### src/rtl/adder_rr_arbiter.sv
// Shares one external 6-bit adder between two requesters; optional round-robin via ADDER_ARB_RR_EN.
// Latency: accept at edge T, rsp_valid from T+2, next accept at T+3 (one op per 3 cycles).
// Backpressure: rsp_ready low holds the response; both reqN_ready stay low until it is consumed.
module adder_rr_arbiter #(
    parameter int WIDTH = 6,
    parameter int CNT_W = 8
) (
    input  logic             clk,
    input  logic             rst_n,
    input  logic             req0_valid,
    output logic             req0_ready,
    input  logic [WIDTH-1:0] req0_x,
    input  logic [WIDTH-1:0] req0_y,
    input  logic             req1_valid,
    output logic             req1_ready,
    input  logic [WIDTH-1:0] req1_x,
    input  logic [WIDTH-1:0] req1_y,
    output logic [WIDTH-1:0] add_x,
    output logic [WIDTH-1:0] add_y,
    input  logic [WIDTH-1:0] add_s,
    input  logic             add_cout,
    output logic             rsp_valid,
    input  logic             rsp_ready,
    output logic             rsp_id,
    output logic [WIDTH-1:0] rsp_s,
    output logic             rsp_cout,
    output logic             busy,
    output logic [CNT_W-1:0] op_count
);

    typedef enum logic [1:0] {
        IDLE = 2'd0,
        EXEC = 2'd1,
        RESP = 2'd2
    } state_t;

    state_t state_q, state_d;
    logic   grant0, grant1;
    logic   accept;
    logic   handshake;

`ifdef ADDER_ARB_RR_EN
    // rr_ptr names the requester preferred on a tie
    logic rr_ptr;

    always_comb begin
        grant1 = req1_valid && (!req0_valid || rr_ptr);
        grant0 = req0_valid && !grant1;
    end

    always_ff @(posedge clk or negedge rst_n) begin
        if (!rst_n) begin
            rr_ptr <= 1'b0;
        end else if (accept) begin
            rr_ptr <= grant0;
        end
    end
`else
    always_comb begin
        grant0 = req0_valid;
        grant1 = req1_valid && !req0_valid;
    end
`endif

    assign accept    = (state_q == IDLE) && (grant0 || grant1);
    assign handshake = (state_q == RESP) && rsp_ready;

    always_ff @(posedge clk or negedge rst_n) begin
        if (!rst_n) begin
            state_q <= IDLE;
        end else begin
            state_q <= state_d;
        end
    end

    always_comb begin
        state_d = state_q;
        case (state_q)
            IDLE:    if (accept) state_d = EXEC;
            EXEC:    state_d = RESP;
            RESP:    if (rsp_ready) state_d = IDLE;
            default: state_d = IDLE;
        endcase
    end

    // ready is masked by reset so nothing is granted while rst_n is held low
    always_comb begin
        req0_ready = rst_n && (state_q == IDLE) && grant0;
        req1_ready = rst_n && (state_q == IDLE) && grant1;
        busy       = (state_q != IDLE);
        rsp_valid  = (state_q == RESP);
    end

    always_ff @(posedge clk or negedge rst_n) begin
        if (!rst_n) begin
            add_x    <= '0;
            add_y    <= '0;
            rsp_id   <= 1'b0;
            rsp_s    <= '0;
            rsp_cout <= 1'b0;
            op_count <= '0;
        end else begin
            if (accept) begin
                add_x  <= grant1 ? req1_x : req0_x;
                add_y  <= grant1 ? req1_y : req0_y;
                rsp_id <= grant1;
            end
            if (state_q == EXEC) begin
                rsp_s    <= add_s;
                rsp_cout <= add_cout;
            end
            if (handshake) begin
                op_count <= op_count + CNT_W'(1);
            end
        end
    end

endmodule

### config.mk
export PLATFORM = sky130hd
export DESIGN_NAME = adder_rr_arbiter
export DESIGN_NICKNAME = d
export VERILOG_FILES = /design/src/rtl/adder_rr_arbiter.sv
export SDC_FILE = /design/constraint.sdc
export NUM_CORES = 1
export LEC_CHECK = 0
export ABC_AREA = 1
export CORE_MARGIN = 2
export CORE_UTILIZATION = 30
export CTS_CLUSTER_SIZE = 40
export DETAILED_ROUTE_END_ITERATION = 7
export SETUP_SLACK_MARGIN = 0.2
export SLEW_MARGIN = 40
export SYNTH_ARGS = -nofsm -noshare
export SYNTH_HDL_FRONTEND = slang
export SYNTH_SLANG_ARGS = --single-unit
### constraint.sdc
create_clock -name clk -period 1.6 [get_ports clk]
set_clock_uncertainty 0.05 [all_clocks]
set_input_delay 0.48 -clock clk [delete_from_list [all_inputs] [get_ports clk]]
set_output_delay 0.48 -clock clk [all_outputs]
set_load 0.05 [all_outputs]
# Yosys cells after proc, flatten, opt, wreduce, memory -nomap -nowiden
# Cells that the tools add are included.
# word_totals
output_inout_bits,32
regBits,30
# op_classes
mux,5
add_sub_neg,1
reduce_logical,11
n_eq_ne,4
# op_table
op,count
$mux 6,2
$add 8x1->8 const B,1
$logic_and 1x1->1,6
$pmux 2 s3,1
$mux 2,2
$eq 2x1->1 const B,1
$eq 2x2->1 const B,1
$logic_not 2->1,1
$ne 2x1->1 const B,1
$ne 2x2->1 const B,1
$reduce_and 2->1,1
$reduce_bool 2->1,1
$logic_not 1->1,1
$logic_or 1x1->1,1

# Depth between registers and ports, before layout
# Gate-level depths: netlist of the first run.
# depth
depth_word,6
mapped_depth,8
depth_no_buf,7

# Least setup slack after synthesis of the first run
# OpenSTA, ideal clock, no wires.
# synth_timing
path_type,flip-flop to output port
start,register state_q[0]
end,output port req0_ready
arrival_time_ps,1784
path_slack_ps,-714
stages_incl_launch_ff,4
n_path_buf,0
cell_sequence,dfrtp_1 inv_2 nand2_2 nor3_1
# synth_via
elab_chain_len,3
# synth_rtl
element,line_no,source
from (decl),37,"state_t state_q, state_d;"
from (signal assigned),72,state_q <= state_d;
$logic_not 2->1,88,req0_ready = rst_n && (state_q == IDLE) && grant0;
$logic_and 1x1->1 (2 in a row),88,
to (decl),11,"output logic req0_ready,"
# No other way between the ends.

# Worst setup path after layout of the first run
# layout_timing
start,register state_q[1]
end,output port req1_ready
# layout_via
elab_chain_len,3
# layout_rtl
element,line_no,source
$logic_not 2->1,89,req1_ready = rst_n && (state_q == IDLE) && grant1;
$logic_and 1x1->1 (2 in a row),89,
to (decl),15,"output logic req1_ready,"
# No other way between the ends.

==> run summary, run 1 <==
status: complete, but fails checks
failing checks: negative setup slack
Hold WS: 0.336 ns
RSZ-0062 raised after global routing: true
mapped cell area: 1410 sq um
WS Path Type: reg -> out
most common cell after layout, fill and taps aside: nand2_1
die boundary height: 72.5 microns
gr usage total: 0.164
count of final hold-check violations: 0
grt total ovfl: 0
Area after DPL: 2550 sq um
clock-pin slew on the worst setup and hold paths: 0.07 ns
clk sinks: 30
Period minus WS final: 1.88 ns
Routed wire per std cell: 12.5 microns
DRT iter0 DRCs: 83
worst hold path class: in -> async
Final Max Slew Viols: 0
unique cell type count in the Yosys netlist: 21
Mapped Nets: 204
mean number of vias per cell: 4.39
CTS tree: done
routability congestion estimate: 0.762
wire length on met3: 311 microns
Crit Path Max Fanout: 2
Worst Tran Pin Value: 0.387 ns
Pre-antenna DRT Iters: 4
WP data arrival: 1.35 ns
Rel. slew slack: 0.742
remaining antenna violation count after routing: 0
Area Overhead vs Synth: 110%
nets@finish: 311
first-pass GRT wire length: 6560 microns
Syn. warnings: 0
Detailed Place HPWL: 2690 microns
die width: 72.5 microns
Yosys reg bits: 30
area of the die: 5260 sq um
register area: 758 sq um
final worst-path cycle share: 1.17
leading area contributor after synthesis: dfrtp_1
CTS Buf Count: 5
FILL cells: 361
Worst-Skew Late Latency: 0.27 ns
layout cells sized above 1: 0.425
multi-input logic area: 659 sq um
Leak Pwr: 1.46 nW
crit path capture type: output pin
Initial Utilization: 0.317
CP startpoint kind: flop
wl on met1: 1680 microns
commonest cells after routing, fill and taps aside: nand2_1, buf_12, clkdlybuf4s50_1
FP Rows: 24
Place WS: -0.485 ns
via count: 1,434
metal2 WL: 2050 microns
sequential cell area fraction in the yosys report: 0.533
Critical Path RT: 1.07 ns
fmax: 533 MHz
DRC viols: 0
Top Metal Used: met4
vias in the first global route: 1,471
Final setup viols: 4
clock root buffer: clkbuf_8
final worst slack: -0.278 ns
cells after synthesis: 167
PortBufs: 67
largest net degree at the start of global routing: 31
max-cap violations: 0
Ant. Diodes: 0
Ports: 68
design area: 2950 sq um
CTS max path bufs: 2
WL final: 4100 microns
Synth top area share: 0.533
Post-Route Setup TNS: -0.796 ns
initial antenna violation count: 0
H-Tree Depth: 2
Synth area leaders: dfrtp_1, nand2_1, mux2_2, inv_1, nand3_1
Core ar.: 4440 sq um
Avg Inst Size Synth: 8.44 sq um
power density cells: 2060 nW/um^2
post-route core utilization: 0.664
Peak VDD IR: 0.00117 V
==> critical path, cell delays in order (launching register included) <==
cell and delay (ns):
dfrtp_1 0.39, inv_2 0.11, nand2_8 0.07, a21oi_4 0.15
nand2_2 0.11, nor2_4 0.11, buf_12 0.14
==> layout make-up <==
cell class,instances,share of cell area
inverters,14,0.0199
repair buffers,103,0.444
repair inverters,1,0.00254
well taps,52,0.0220
multi-input cells,119,0.223
clock inverters,1,0.00170
clock buffers,7,0.0292
flip-flops and latches,30,0.257
==> cell usage after synthesis, drive strengths merged <==
| library cell | count |
|---|---|
| nand3 | 7 |
| ha | 1 |
| buf | 4 |
| a21oi | 1 |
| mux2 | 7 |
| dfrtp | 30 |
| nand2 | 90 |
| o21ai | 1 |
| nand3b | 1 |
| nor3 | 2 |
| nor2 | 5 |
| inv | 14 |
| xor2 | 2 |
| xnor2 | 2 |
==> registers in the layout (all words and copies together) (netlist names) <==
name      count
add_y         6
rsp_s         6
rsp_id        1
add_x         6
op_count      8
state_q       2
rsp_cout      1
==> cell families (layout without fill, tap and decap cells) <==
group,count (synthesis),count (layout),share of synthesized area
flip-flops,30,30,0.533
multiplexers,7,7,0.0560
adder cells (fa/ha/maj),1,1,0.00888
AO/OA/AOI/OAI,2,2,0.0151
XOR/XNOR,4,4,0.0249
AND/OR/NAND/NOR,105,105,0.305
buffers and inverters,18,126,0.0577
==> path summary, 6_finish.rpt <==
path,cells past startpoint,to,startpoint,slack (ns)
worst min register to register,2,add_x[5]$_DFFE_PN0P_,add_x[5]$_DFFE_PN0P_,0.49
worst min-delay path,2,op_count[7]$_DFFE_PN0P_,rst_n,0.34
worst max register to register,8,rsp_id$_DFFE_PN0P_,state_q[1]$_DFFE_PN0P_,0.20
max in group asynchronous,2,op_count[1]$_DFFE_PN0P_,rst_n,0.85
worst max-delay path,6,req1_ready,state_q[1]$_DFFE_PN0P_,-0.28
min in group clk,2,add_x[5]$_DFFE_PN0P_,add_x[5]$_DFFE_PN0P_,0.49
==> per-layer routing <==
metal,global-route usage,up-vias
li1,-,721
met1,0.191,651
met2,0.273,56
met3,0.0694,6
met4,0.0556,0
met5,0,-
==> repair_timing <==
item / in CTS / in global routing
buffers inserted: 19 / 7
hold buffers: 0 / 0
resized for setup: 19 / 22
pin swaps: 8 / 8
endpoints found under the setup margin: 27 / 53
cloned: 1 / 0
==> metrics by stage <==
step | cells | power (mW)
after CTS | 320 | 5.90
after detailed placement | 292 | 5.03
final | 327 | 6.07
after global routing | 327 | 6.36
after floorplan | 167 | 3.15
after global placement | 292 | 4.99
==> power breakdown <==
part | switching (mW) | internal [mW]
Clock | 0.270 | 0.346
Combinational | 2.01 | 2.02
Sequential | 0.332 | 1.10
Total | 2.61 | 3.46
(Power assumes the default switching activity.)
==> run 2, diff against run 1 <==
--- a/config.mk
+++ b/config.mk
@@ -7,9 +7,11 @@
 export LEC_CHECK = 0
 export ABC_AREA = 1
 export CORE_MARGIN = 2
-export CORE_UTILIZATION = 30
+export CORE_UTILIZATION = 35
 export CTS_CLUSTER_SIZE = 40
 export DETAILED_ROUTE_END_ITERATION = 7
+export HOLD_SLACK_MARGIN = 0.03
+export PLACE_DENSITY = 0.71
 export SETUP_SLACK_MARGIN = 0.2
 export SLEW_MARGIN = 40
 export SYNTH_ARGS = -nofsm -noshare
==> constraint.sdc (replaced) <==
create_clock -name clk -period 1.6 [get_ports clk]
set_clock_uncertainty 0.05 [all_clocks]
set_input_delay 0.24 -clock clk [delete_from_list [all_inputs] [get_ports clk]]
set_output_delay 0.24 -clock clk [all_outputs]
set_load 0.05 [all_outputs]
==> run summary, run 2 (same netlist as run 1, synthesis figures left out) <==
Routed wire per std cell: 10.9 microns
Ant. Diodes: 0
vias in the first global route: 1,187
nets@finish: 289
layout cells sized above 1: 0.308
FILL cells: 346
status: complete, but fails checks
crit path capture type: output pin
Worst Tran Pin Value: 0.373 ns
Crit Path Max Fanout: 2
clock root buffer: clkbuf_8
CTS max path bufs: 2
Initial Utilization: 0.357
worst reg-to-reg setup slack: 0.28 ns
H-Tree Depth: 2
Hold WS: 0.339 ns
clk sinks: 30
most common cell after layout, fill and taps aside: nand2_1
final worst slack: -0.0117 ns
Biggest register: op_count
DRC viols: 0
design area: 2420 sq um
remaining antenna violation count after routing: 0
Final setup viols: 1
clock-pin slew on the worst setup and hold paths: 0.07 ns
CTS Buf Count: 5
CP startpoint kind: flop
RR Endpoint: rsp_s[2]$_DFFE_PN0N_
fmax: 620 MHz
Rel. slew slack: 0.751
failing checks: negative setup slack
die width: 67.4 microns
Period minus WS final: 1.61 ns
area of the die: 4550 sq um
Area Overhead vs Synth: 71.9%
Critical Path RT: 1.31 ns
max-cap violations: 0
largest net degree at the start of global routing: 31
FP Rows: 23
initial antenna violation count: 0
Worst-Skew Late Latency: 0.28 ns
CTS tree: done
DRT iter0 DRCs: 31
multi-input logic area: 624 sq um
R2R Path Start: state_q[1]$_DFFE_PN0P_
Total Power: 5.08 mW
# hold bufs at CTS: 0
routability congestion estimate: 0.747
Final Max Slew Viols: 0
R2R depth: 5
power density cells: 2100 nW/um^2
RSZ-0062 raised after global routing: true
WS Path Type: reg -> out
commonest cells after routing, fill and taps aside: nand2_1, buf_4, clkdlybuf4s50_1
first-pass GRT wire length: 5290 microns
Peak VDD IR: 0.000961 V
worst hold path class: in -> async
mean number of vias per cell: 4.35
Area after DPL: 2210 sq um
Pre-antenna DRT Iters: 4
via count: 1,318
gr usage total: 0.157
WL final: 3310 microns
grt total ovfl: 0
post-route core utilization: 0.614
Ports: 68
count of final hold-check violations: 0
Core ar.: 3940 sq um
WP data arrival: 1.32 ns
register area: 753 sq um
Detailed Place HPWL: 2490 microns
final worst-path cycle share: 1.01
max reg flops: 8
Leak Pwr: 1.24 nW
die boundary height: 67.4 microns
PortBufs: 67
run 2: cell types whose count changed in the layout (fill, tap and decap cells not counted), sizes merged, moves of 2 or more:
cell / change
buf: -21
clkbuf: -3
clkdlybuf4s50: +3
clkinvlp: -2
run 2: per-stage QoR:
stage	setup slack (ns)	TNS, ns	instances
3_5_place_dp	-0.0853	-0.946	285
6_report	-0.0117	-0.0117	303
4_1_cts	-0.0194	-0.0194	302
3_3_place_gp	-0.0633	-0.414	285
5_1_grt	-0.0943	-0.162	303
2_1_floorplan	0.109	0	167
run 2: worst max path at each step:
| stage | end | cells past startpoint | start |
|---|---|---|---|
| 2_1_floorplan | req1_ready | 5 | state_q[0]$_DFFE_PN0P_ |
| 3_5_place_dp | req1_ready | 6 | req0_valid |
| 4_1_cts | req1_ready | 6 | state_q[1]$_DFFE_PN0P_ |
| 5_1_grt | req1_ready | 6 | state_q[1]$_DFFE_PN0P_ |
| 3_3_place_gp | req1_ready | 6 | req0_valid |
| 6_report | req1_ready | 6 | state_q[1]$_DFFE_PN0P_ |
run 2: final cells by class:
class                           instances  share of cell area
Clock buffer                            5              0.0284
Clock inverter                          3              0.0165
Inverter                               14              0.0227
Multi-Input combinational cell        119               0.258
Sequential cell                        30               0.311
Tap cell                               50              0.0258
Timing Repair Buffer                   82               0.338
run 2: critical path, stage by stage, from the launching register on:
cell and delay, ns:
dfrtp_1 0.40, inv_2 0.11, nand2_8 0.06, a21oi_4 0.12, nand2_2 0.10, nor2_4 0.11, buf_12 0.14
run 2: routing by layer:
metal / vias to the layer above / track usage / share of wire
li1: 680 / - / -
met3: 5 / 0.0517 / 0.061
met5: - / 0 / 0
met2: 45 / 0.248 / 0.47
met1: 588 / 0.203 / 0.46
met4: 0 / 0.0536 / 0.013
run 2: what timing repair did:
| action | 4_1_cts | 5_1_grt |
|---|---|---|
| gates resized for setup | 4 | 4 |
| endpoints found under the setup margin | 9 | 24 |
| pin swaps | 4 | 2 |
| buffers inserted | 9 | 1 |
run 2: power breakdown:
group | total [mW] | switching [mW] | internal, mW
registers | 1.32 | 0.233 | 1.09
clock network | 0.745 | 0.287 | 0.458
logic | 3.01 | 1.86 | 1.15
total | 5.08 | 2.38 | 2.69
==> run 3, diff against run 2 <==
--- a/config.mk
+++ b/config.mk
@@ -6,14 +6,17 @@
 export NUM_CORES = 1
 export LEC_CHECK = 0
 export ABC_AREA = 1
+export CELL_PAD_IN_SITES_DETAIL_PLACEMENT = 2
+export CELL_PAD_IN_SITES_GLOBAL_PLACEMENT = 2
 export CORE_MARGIN = 2
-export CORE_UTILIZATION = 35
+export CORE_UTILIZATION = 22
 export CTS_CLUSTER_SIZE = 40
 export DETAILED_ROUTE_END_ITERATION = 7
 export HOLD_SLACK_MARGIN = 0.03
-export PLACE_DENSITY = 0.71
+export PLACE_DENSITY_LB_ADDON = 0.1
 export SETUP_SLACK_MARGIN = 0.2
 export SLEW_MARGIN = 40
 export SYNTH_ARGS = -nofsm -noshare
 export SYNTH_HDL_FRONTEND = slang
 export SYNTH_SLANG_ARGS = --single-unit
+export TNS_END_PERCENT = 30
==> run summary, run 3 (same netlist as run 1, synthesis figures left out) <==
status: complete, but fails checks
failing checks: negative setup slack
first-pass GRT wire length: 8150 microns
NetSw: 2.47 mW
Worst-Skew Late Latency: 0.28 ns
nets@finish: 295
CP startpoint kind: flop
Critical Path RT: 1.31 ns
PortBufs: 67
worst hold path class: reg -> reg
Crit path largest cell delay: 0.39 ns
Final setup viols: 1
fmax: 617 MHz
initial antenna violation count: 0
via count: 1,454
vias in the first global route: 1,685
WS Path Type: reg -> out
clock-pin slew on the worst setup and hold paths: 0.07 ns
Crit Path Max Fanout: 3
Worst Tran Pin Value: 0.416 ns
area of the die: 7060 sq um
WP data arrival: 1.33 ns
remaining antenna violation count after routing: 0
most common cell after layout, fill and taps aside: nand2_1
RSZ-0062 raised after global routing: true
Ports: 68
combinational power share: 0.573
grt total ovfl: 0
die width: 84.0 microns
sequential power share: 0.247
final worst-path cycle share: 1.01
Max stage delay cell, worst path: dfrtp_1
count of final hold-check violations: 0
Crit path buffers/inverters: 2
CTS tree: done
gr usage total: 0.147
Pint: 2.91 mW
CTS max path bufs: 2
dpl cells: 313
power density cells: 2110 nW/um^2
crit path cell chain: inv_2 -> nand2_8 -> a21oi_4 -> nand2_2 -> nor2_4 -> buf_12
Hold WS: 0.434 ns
Detailed Place HPWL: 3580 microns
CTS Buf Count: 5
Final Max Slew Viols: 0
fin cells: 336
Routed wire per std cell: 14.7 microns
Rel. slew slack: 0.722
Core ar.: 6280 sq um
max-cap violations: 0
mean number of vias per cell: 4.33
die boundary height: 84.0 microns
Period minus WS final: 1.62 ns
Total Power: 5.38 mW
crit path capture type: output pin
commonest cells after routing, fill and taps aside: nand2_1, buf_4, clkdlybuf4s50_1
WL final: 4930 microns
DRT iter0 DRCs: 43
largest net degree at the start of global routing: 31
DRC viols: 0
Pre-antenna DRT Iters: 3
clock share of power: 0.180
H-Tree Depth: 2
clk sinks: 30
Ant. Diodes: 0
final worst slack: -0.0201 ns
clock root buffer: clkbuf_8
Peak VDD IR: 0.000967 V
switching share of power: 0.459
max reg flops: 8
layout cells sized above 1: 0.355
FP Rows: 29
Area Overhead vs Synth: 80.9%
Biggest register: op_count
Initial Utilization: 0.224
Leak Pwr: 1.29 nW
Crit path max-delay family: flip-flops
routability congestion estimate: 0.669
## run 3: final timing paths
| kind | start | end | depth (start not counted) | slack, ns |
|---|---|---|---|---|
| setup / recovery | state_q[0]$_DFFE_PN0P_ | req1_ready | 6 | -0.02 |
| hold / removal | add_y[3]$_DFFE_PN0P_ | add_y[3]$_DFFE_PN0P_ | 2 | 0.43 |
| setup reg to reg | state_q[0]$_DFFE_PN0P_ | op_count[2]$_DFFE_PN0P_ | 6 | 0.26 |
| hold reg to reg | add_y[3]$_DFFE_PN0P_ | add_y[3]$_DFFE_PN0P_ | 2 | 0.43 |
| max in group asynchronous | rst_n | op_count[1]$_DFFE_PN0P_ | 3 | 0.67 |
| min in group asynchronous | rst_n | add_y[0]$_DFFE_PN0P_ | 3 | 0.50 |
## run 3: per-layer routing
| metal | wire length [microns] | vias up | global-route usage | part of all wire |
|---|---|---|---|---|
| li1 | - | 687 | - | - |
| met1 | 1900 | 715 | 0.163 | 0.38 |
| met2 | 2790 | 47 | 0.276 | 0.56 |
| met3 | 194 | 5 | 0.0317 | 0.039 |
| met4 | 52 | 0 | 0.0440 | 0.011 |
| met5 | 0 | - | 0 | 0 |
## run 3: power groups by stage
stage               logic [mW]  registers (mW)  clock network, mW
floorplan                0.815            2.34                  0
global placement          2.81            1.32                  0
detailed placement        2.89            1.35                  0
CTS                       3.03            1.33              0.993
global route              3.29            1.37               1.03
finish                    3.08            1.33              0.967
## run 3: worst reg2reg max path, cell delays in order, from the launching register on
cell	delay, ns
dfrtp_1	0.39
buf_4	0.14
buf_6	0.11
nor2_4	0.14
buf_4	0.14
nand3_2	0.08
xnor2_2	0.15
## run 3: metrics by stage
step / instance area (sq um) / TNS (ns) / util / setup WS (ns)
detailed placement: 2250 / -0.912 / 0.358 / -0.0958
CTS: 2460 / -0.0218 / 0.391 / -0.0203
floorplan: 1450 / 0 / - / 0.109
finish: 2550 / -0.0201 / 0.406 / -0.0201
global placement: 2250 / -0.0236 / 0.358 / -0.00823
global route: 2550 / -0.207 / 0.406 / -0.111
## run 3: area by class of cell
type | count | area [sq um]
well taps | 77 | 96.3
fillers | 703 | 3730
clock inverters | 2 | 60.1
inverters | 14 | 56.3
flip-flops and latches | 30 | 753
multi-input cells | 119 | 647
repair inverters | 1 | 5.00
repair buffers | 87 | 848
clock buffers | 6 | 82.6
## run 3: what timing repair did
item                                   in CTS  in global routing
gates resized for setup                     1                 12
buffers inserted                            7                  6
setup endpoints to repair                   5                 19
hold buffers                                1                  0
pin swaps                                   3                  3
gates cloned                                0                  1
endpoints found under the hold margin      30                  0
